**src/rtl/heater_actuator_ctrl_pkg.sv**
```systemverilog
`default_nettype none
// ============================================================================
// Module  : heater_actuator_ctrl_pkg
// Brief   : State encoding, default timing and helpers for the heater relay
//           actuator controller.
// Revision: 1.0 - initial release
// ============================================================================
package heater_actuator_ctrl_pkg;

    localparam int c_STATE_W = 3;

    // Encodings are visible on state_o and shared with heating_system tooling.
    localparam logic [c_STATE_W-1:0] c_HS_LOCKOUT = 3'd0;
    localparam logic [c_STATE_W-1:0] c_HS_IDLE    = 3'd1;
    localparam logic [c_STATE_W-1:0] c_HS_DEAD    = 3'd2;
    localparam logic [c_STATE_W-1:0] c_HS_ON_MIN  = 3'd3;
    localparam logic [c_STATE_W-1:0] c_HS_ON      = 3'd4;
    localparam logic [c_STATE_W-1:0] c_HS_FAULT   = 3'd5;

    typedef enum logic [c_STATE_W-1:0] {
        ST_LOCKOUT = c_HS_LOCKOUT,
        ST_IDLE    = c_HS_IDLE,
        ST_DEAD    = c_HS_DEAD,
        ST_ON_MIN  = c_HS_ON_MIN,
        ST_ON      = c_HS_ON,
        ST_FAULT   = c_HS_FAULT
    } heater_state_t;

    localparam int c_DEF_MIN_ON_CYC     = 600;
    localparam int c_DEF_MIN_OFF_CYC    = 300;
    localparam int c_DEF_DEAD_CYC       = 16;
    localparam int c_DEF_FB_TIMEOUT_CYC = 50;
    localparam int c_DEF_CNT_W          = 16;

    function automatic logic f_is_on(input heater_state_t s);
        return (s == ST_ON_MIN) || (s == ST_ON);
    endfunction

endpackage
`default_nettype wire

```
**src/rtl/heater_actuator_ctrl_if.sv**
```systemverilog
`default_nettype none
// ============================================================================
// Module  : heater_actuator_ctrl_if
// Brief   : Request/interlock/feedback inputs and relay/status outputs of the
//           heater actuator controller.
// Revision: 1.0 - initial release
// ============================================================================
interface heater_actuator_ctrl_if;
    import heater_actuator_ctrl_pkg::*;

    logic                 heat_req;
    logic                 ac_cool;
    logic                 window;
    logic                 relay_fb;
    logic                 fault_clr;
    logic                 heater_en;
    logic                 heater_active;
    logic                 fault;
    logic [c_STATE_W-1:0] state_o;

    modport master (
        output heat_req, ac_cool, window, relay_fb, fault_clr,
        input  heater_en, heater_active, fault, state_o
    );

    modport slave (
        input  heat_req, ac_cool, window, relay_fb, fault_clr,
        output heater_en, heater_active, fault, state_o
    );

endinterface
`default_nettype wire

```
**src/rtl/heater_actuator_ctrl_hold_timer.sv**
```systemverilog
`default_nettype none
// ============================================================================
// Module  : heater_actuator_ctrl_hold_timer
// Brief   : Loadable down counter that saturates at zero; times lockout,
//           dead-time and minimum-on intervals.
// Revision: 1.0 - initial release
// ============================================================================
module heater_actuator_ctrl_hold_timer #(
    parameter int               CNT_W   = 16,
    parameter logic [CNT_W-1:0] RST_VAL = '0
) (
    input  wire logic             clk,
    input  wire logic             rst,
    input  wire logic             i_load,
    input  wire logic [CNT_W-1:0] i_value,
    input  wire logic             i_dec,
    output      logic             o_zero
);

    localparam logic [CNT_W-1:0] c_ONE = {{(CNT_W-1){1'b0}}, 1'b1};

    logic [CNT_W-1:0] r_cnt;

    always_ff @(posedge clk or posedge rst) begin
        if (rst) begin
            r_cnt <= RST_VAL;
        end else if (i_load) begin
            r_cnt <= i_value;
        end else if (i_dec && (r_cnt != '0)) begin
            r_cnt <= r_cnt - c_ONE;
        end
    end

    assign o_zero = (r_cnt == '0);

endmodule
`default_nettype wire

```
**src/rtl/heater_actuator_ctrl.sv**
```systemverilog
`default_nettype none
// ============================================================================
// Module  : heater_actuator_ctrl
// Brief   : Heater relay driver with anti-short-cycle timing, pre-start dead
//           time, window/AC interlock and latched relay-feedback fault.
// Revision: 1.0 - initial release
// ============================================================================
module heater_actuator_ctrl
    import heater_actuator_ctrl_pkg::*;
#(
    parameter int MIN_ON_CYC     = c_DEF_MIN_ON_CYC,
    parameter int MIN_OFF_CYC    = c_DEF_MIN_OFF_CYC,
    parameter int DEAD_CYC       = c_DEF_DEAD_CYC,
    parameter int FB_TIMEOUT_CYC = c_DEF_FB_TIMEOUT_CYC,
    parameter int CNT_W          = c_DEF_CNT_W
) (
    input wire logic              clk,
    input wire logic              rst,
    heater_actuator_ctrl_if.slave hac
);

    localparam logic [CNT_W-1:0] c_MIN_ON_LD  = CNT_W'(MIN_ON_CYC - 1);
    localparam logic [CNT_W-1:0] c_MIN_OFF_LD = CNT_W'(MIN_OFF_CYC - 1);
    localparam logic [CNT_W-1:0] c_DEAD_LD    = CNT_W'(DEAD_CYC - 1);
    localparam logic [CNT_W-1:0] c_FB_LAST    = CNT_W'(FB_TIMEOUT_CYC - 1);
    localparam logic [CNT_W-1:0] c_ONE        = {{(CNT_W-1){1'b0}}, 1'b1};

    heater_state_t    r_state;
    heater_state_t    w_state_nxt;
    logic             r_heater_en;
    logic             r_heater_active;
    logic             r_fault;
    logic [CNT_W-1:0] r_fb_cnt;

    logic             w_ilk;
    logic             w_valid;
    logic             w_fb_timeout;
    logic             w_load;
    logic [CNT_W-1:0] w_load_val;
    logic             w_dec;
    logic             w_zero;

    assign w_ilk   = hac.window | hac.ac_cool;
    assign w_valid = hac.heat_req & ~w_ilk;

    // Fires on the edge at which the open-contact count would reach the limit.
    assign w_fb_timeout = r_heater_en & ~hac.relay_fb & (r_fb_cnt == c_FB_LAST);

    heater_actuator_ctrl_hold_timer #(
        .CNT_W   (CNT_W),
        .RST_VAL (c_MIN_OFF_LD)
    ) u_hold_timer (
        .clk     (clk),
        .rst     (rst),
        .i_load  (w_load),
        .i_value (w_load_val),
        .i_dec   (w_dec),
        .o_zero  (w_zero)
    );

    always_comb begin
        w_state_nxt = r_state;
        w_load      = 1'b0;
        w_load_val  = c_MIN_OFF_LD;
        w_dec       = 1'b0;
        case (r_state)
            ST_LOCKOUT: begin
                w_dec = 1'b1;
                if (w_zero) w_state_nxt = ST_IDLE;
            end
            ST_IDLE: begin
                if (w_valid) begin
                    w_state_nxt = ST_DEAD;
                    w_load      = 1'b1;
                    w_load_val  = c_DEAD_LD;
                end
            end
            ST_DEAD: begin
                w_dec = 1'b1;
                if (!w_valid) begin
                    w_state_nxt = ST_IDLE;
                end else if (w_zero) begin
                    w_state_nxt = ST_ON_MIN;
                    w_load      = 1'b1;
                    w_load_val  = c_MIN_ON_LD;
                end
            end
            ST_ON_MIN: begin
                w_dec = 1'b1;
                if (w_fb_timeout) begin
                    w_state_nxt = ST_FAULT;
                end else if (w_ilk) begin
                    w_state_nxt = ST_LOCKOUT;
                    w_load      = 1'b1;
                end else if (w_zero) begin
                    // A request dropped during min-on is honoured once it expires.
                    if (hac.heat_req) begin
                        w_state_nxt = ST_ON;
                    end else begin
                        w_state_nxt = ST_LOCKOUT;
                        w_load      = 1'b1;
                    end
                end
            end
            ST_ON: begin
                if (w_fb_timeout) begin
                    w_state_nxt = ST_FAULT;
                end else if (!w_valid) begin
                    w_state_nxt = ST_LOCKOUT;
                    w_load      = 1'b1;
                end
            end
            ST_FAULT: begin
                if (hac.fault_clr) begin
                    w_state_nxt = ST_LOCKOUT;
                    w_load      = 1'b1;
                end
            end
            default: begin
                w_state_nxt = ST_LOCKOUT;
                w_load      = 1'b1;
            end
        endcase
    end

    always_ff @(posedge clk or posedge rst) begin
        if (rst) begin
            r_state         <= ST_LOCKOUT;
            r_heater_en     <= 1'b0;
            r_heater_active <= 1'b0;
            r_fault         <= 1'b0;
        end else begin
            r_state         <= w_state_nxt;
            r_heater_en     <= f_is_on(w_state_nxt);
            r_heater_active <= r_heater_en & hac.relay_fb & f_is_on(w_state_nxt);
            r_fault         <= (w_state_nxt == ST_FAULT);
        end
    end

    always_ff @(posedge clk or posedge rst) begin
        if (rst) begin
            r_fb_cnt <= '0;
        end else if (!r_heater_en || hac.relay_fb) begin
            r_fb_cnt <= '0;
        end else if (r_fb_cnt != '1) begin
            r_fb_cnt <= r_fb_cnt + c_ONE;
        end
    end

    assign hac.heater_en     = r_heater_en;
    assign hac.heater_active = r_heater_active;
    assign hac.fault         = r_fault;
    assign hac.state_o       = r_state;

endmodule
`default_nettype wire

```
**src/flat_wrapper.sv**
```systemverilog
// flat-port wrapper written by rule: the top's interface ports become plain ports
module heater_actuator_ctrl_flat import heater_actuator_ctrl_pkg::*;
#(
    parameter int MIN_ON_CYC     = c_DEF_MIN_ON_CYC,
    parameter int MIN_OFF_CYC    = c_DEF_MIN_OFF_CYC,
    parameter int DEAD_CYC       = c_DEF_DEAD_CYC,
    parameter int FB_TIMEOUT_CYC = c_DEF_FB_TIMEOUT_CYC,
    parameter int CNT_W          = c_DEF_CNT_W
)
  (clk, rst, hac_heat_req, hac_ac_cool, hac_window, hac_relay_fb, hac_fault_clr, hac_heater_en, hac_heater_active, hac_fault, hac_state_o);
  heater_actuator_ctrl_if hac_i ();
  input wire logic clk;
  input wire logic rst;
  input wire logic [$bits(hac_i.heat_req)-1:0] hac_heat_req;
  input wire logic [$bits(hac_i.ac_cool)-1:0] hac_ac_cool;
  input wire logic [$bits(hac_i.window)-1:0] hac_window;
  input wire logic [$bits(hac_i.relay_fb)-1:0] hac_relay_fb;
  input wire logic [$bits(hac_i.fault_clr)-1:0] hac_fault_clr;
  output wire logic [$bits(hac_i.heater_en)-1:0] hac_heater_en;
  output wire logic [$bits(hac_i.heater_active)-1:0] hac_heater_active;
  output wire logic [$bits(hac_i.fault)-1:0] hac_fault;
  output wire logic [$bits(hac_i.state_o)-1:0] hac_state_o;
  assign hac_i.heat_req = hac_heat_req;
  assign hac_i.ac_cool = hac_ac_cool;
  assign hac_i.window = hac_window;
  assign hac_i.relay_fb = hac_relay_fb;
  assign hac_i.fault_clr = hac_fault_clr;
  assign hac_heater_en = hac_i.heater_en;
  assign hac_heater_active = hac_i.heater_active;
  assign hac_fault = hac_i.fault;
  assign hac_state_o = hac_i.state_o;
  heater_actuator_ctrl #(.MIN_ON_CYC(MIN_ON_CYC), .MIN_OFF_CYC(MIN_OFF_CYC), .DEAD_CYC(DEAD_CYC), .FB_TIMEOUT_CYC(FB_TIMEOUT_CYC), .CNT_W(CNT_W)) u_core (.clk(clk), .rst(rst), .hac(hac_i));
endmodule
```
**config.mk**
```make
export PLATFORM = sky130hd
export DESIGN_NAME = heater_actuator_ctrl_flat
export DESIGN_NICKNAME = d
export VERILOG_FILES = /design/src/rtl/heater_actuator_ctrl_pkg.sv /design/src/rtl/heater_actuator_ctrl_if.sv /design/src/rtl/heater_actuator_ctrl_hold_timer.sv /design/src/rtl/heater_actuator_ctrl.sv /design/src/flat_wrapper.sv
export SDC_FILE = /design/constraint.sdc
export NUM_CORES = 1
export LEC_CHECK = 0
export BUFFER_PORTS_ARGS = -buffer_cell sky130_fd_sc_hd__buf_4
export CORE_ASPECT_RATIO = 1.5
export CORE_MARGIN = 4
export CORE_UTILIZATION = 60
export CTS_CLUSTER_DIAMETER = 30
export DETAILED_ROUTE_END_ITERATION = 10
export GPL_TIMING_DRIVEN = 0
export PLACE_DENSITY = 0.79
export RECOVER_POWER = 50
export SYNTH_ARGS = -nofsm -noshare
export SYNTH_HDL_FRONTEND = slang
export SYNTH_SLANG_ARGS = --single-unit
```
**constraint.sdc**
```tcl
create_clock -name clk -period 3.5 [get_ports clk]
set_input_delay 0.7 -clock clk [delete_from_list [all_inputs] [get_ports clk]]
set_output_delay 0.7 -clock clk [all_outputs]
set_load 0.1 [all_outputs]
```
==> impl_metrics.ini <==
[status]
status = completed

[timing]
fmax_ghz = 0.404
whs_ps = 511
setup_viol = 0
finalSetupTns_ps = 0
final_hold_viol_count = 0
period_share_pct = 70.8
maxSlewHeadroom_pct = 5.93
finalClockSkew_ps = 10.3
grt_setup_unrepaired = false
period_needed_ps = 2480
drv_slew = 0
worst_pin_slew_ps = 1410

[power]
worst_ir_drop_vdd_v = 0.000373
leakagePower_nw = 1.00
p_per_area_nw_per_um2 = 614

[global_routing]
grtUsageMet3_pct = 4.40
top_usage_layer = met2
grt_util_met1_pct = 25.1
grt_max_degree = 39
grt_pass1_vias = 1803
antenna_found_initial = 0
grtUsageMet2_pct = 39.1
track_usage_pct = 22.0
overflow = 0
grt_pass1_wl_um = 8020

[synthesis]
synth_top_area_cell = dfrtp_1
yosys_warnings = 0
ys_ff_latch = 38
syn_nets = 239
ys_async_sr_fraction_pct = 100
ys_top_cells_by_area = dfrtp_1 (38%), dfstp_2 (6.1%), nor2_1 (5.7%), xnor2_1 (4.4%), nand2_1 (3.6%)
ys.flop_type = dfrtp_1
syn_area_per_cell_um2 = 9.48
synthDistinctLibCells = 51
yosysSeqAreaShare_pct = 44.1
netlist_instances = 229
synth_edf_count = 0
synth_top_area_share_pct = 38.0
synth_area_um2 = 2170

[clock_tree]
clk_latency_ps = 290
numCtsBuffers = 5
clk_path_buf_depth = 2
cts_tree = done
clock_sinks = 38
htree_levels = 2
hold_buffers = 0
cts_root_buffer = clkbuf_8
cts_setup_buffers = 0
cts_resized = 0
cts.clk_slew.worst_paths_ps = 80

[setup_path]
required_ps = 3670
critPathSlowestCell = o41ai_4
path_buf_inv = 1
timing.critical_path.arrival_ps = 2650
max_stage_delay_ps = 600
path_cells = inv_1 -> ha_1 -> nor3b_2 -> and4_1 -> nor4_1 -> o41ai_4 -> a21o_2 -> nor2_1
worstSetupPathDepth = 8
cp_top_family = simple AND/OR/NAND/NOR gates
startpoint_type = register
rrSetupSlack_ps = 1020
reg2reg_depth = 8
critical_path_class = reg -> reg
cp_max_fo = 8
critPathCaptureType = register
r2r_end = u_core.u_hold_timer.r_cnt[14]
worstSetupStartpoint = u_core.u_hold_timer.r_cnt[0]
reg2reg_from = u_core.u_hold_timer.r_cnt[0]

[placed_design]
io_buffer_count = 12
gp_congestion = 0.857
dpl.hpwl_um = 3260

[routing]
vias = 1716
wl_per_cell_um = 15.1
antenna_left = 0
viasPerCell = 5.90
routed_wl_um = 4390
drc_errors = 0
drt_iter0_drc = 55
firstDrtPassIters = 4

[finish]
areaGrowthSynthToFinish_pct = 10.4
final_cell_mix = nor2_1 (33), dfrtp_1 (33), nand2_1 (21)
finalNetCount = 258
antennaDiodeCount = 0
drive_gt1_share_pct = 14.5

[die]
die_h_um = 81.7
core_um2 = 3450
die_w_um = 57.1
die_area_um2 = 4660
initial_utilization_pct = 63.0
ios = 13
rows = 26

[min_path]
min_from = u_core.u_hold_timer.r_cnt[1]
min_to = u_core.u_hold_timer.r_cnt[1]
worstHoldPathType = reg -> reg
hold_path_depth = 2

[run]
max_cap_viol_count = 0
-- kinds of logic (layout without fill, tap and decap cells) --
| family | after synthesis | count (layout) | share of synthesized area [%] |
|---|---|---|---|
| adder cells (fa/ha/maj) | 3 | 3 | 1.73 |
| flip-flops | 38 | 38 | 44.1 |
| AO/OA/AOI/OAI | 25 | 25 | 8.53 |
| multiplexers | 3 | 3 | 1.44 |
| buffers and inverters | 11 | 31 | 1.90 |
| XOR/XNOR | 20 | 20 | 8.07 |
| AND/OR/NAND/NOR | 129 | 129 | 34.2 |
-- state kept, by name (all words and copies together) (netlist names) --
name                       flops
u_core.hac.heater_active       1
u_core.hac.heater_en           1
u_core.u_hold_timer.r_cnt     16
u_core.hac.state_o             3
u_core.hac.fault               1
u_core.r_fb_cnt               16
-- through the flow --
step                      setup WS [ps]  util [%]  area [um2]  instances  power (mW)
final                              1020      69.5        2400        291        1.47
after floorplan                    1020         -        2170        229        1.06
after detailed placement           1040      67.1        2310        283        1.17
after global placement             1070      67.1        2310        283        1.15
after CTS                          1010      69.7        2400        291        1.49
after global routing                789      69.5        2400        291        1.57
-- final cells by class --
cell class	instances	area, um2
sequential	38	957
multi-input combinational	180	1170
inverter	8	30.0
fill	300	1050
clock buffer	7	86.3
buffer	3	11.3
clock inverter	1	5.00
tap	42	52.6
timing repair buffer	12	82.6
-- layer usage --
layer / wire length (um) / part of all wire, % / vias up
met3: 106 / 2.4 / 10
li1: - / - / 850
met4: 114 / 2.6 / 0
met5: 0 / 0 / -
met2: 2340 / 53 / 26
met1: 1830 / 42 / 830
-- worst reg2reg max path, stage by stage, from the launching register on --
cell and delay, ps:
dfstp_2 390, inv_1 50, ha_1 180, nor3b_2 350, and4_1 360, nor4_1 110
o41ai_4 600, a21o_2 250, nor2_1 70
-- worst max path at each step --
| stage | end | slack (ps) |
|---|---|---|
| after global routing | u_core.u_hold_timer.r_cnt[14] | 790 |
| after detailed placement | u_core.u_hold_timer.r_cnt[14] | 1040 |
| final | u_core.u_hold_timer.r_cnt[14] | 1020 |
| after CTS | u_core.u_hold_timer.r_cnt[14] | 1010 |
| after global placement | u_core.u_hold_timer.r_cnt[7] | 1070 |
| after floorplan | u_core.hac.heater_active | 1020 |
-- power by group --
group | internal [mW] | total, mW | switching, mW
combinational | 0.226 | 0.476 | 0.250
clock | 0.159 | 0.310 | 0.151
sequential | 0.553 | 0.685 | 0.133
total | 0.937 | 1.47 | 0.534
-- Yosys cell counts, drive strengths merged, types with 5 or more instances --
cell type  number
dfrtp          33
nor2           33
nand2          21
nand3          15
nor3           14
xnor2          11
xor2            9
a21oi           8
inv             8
nor4            8
dfstp           5
nand2b          5
Note: power is estimated with default switching activity, not from simulation.
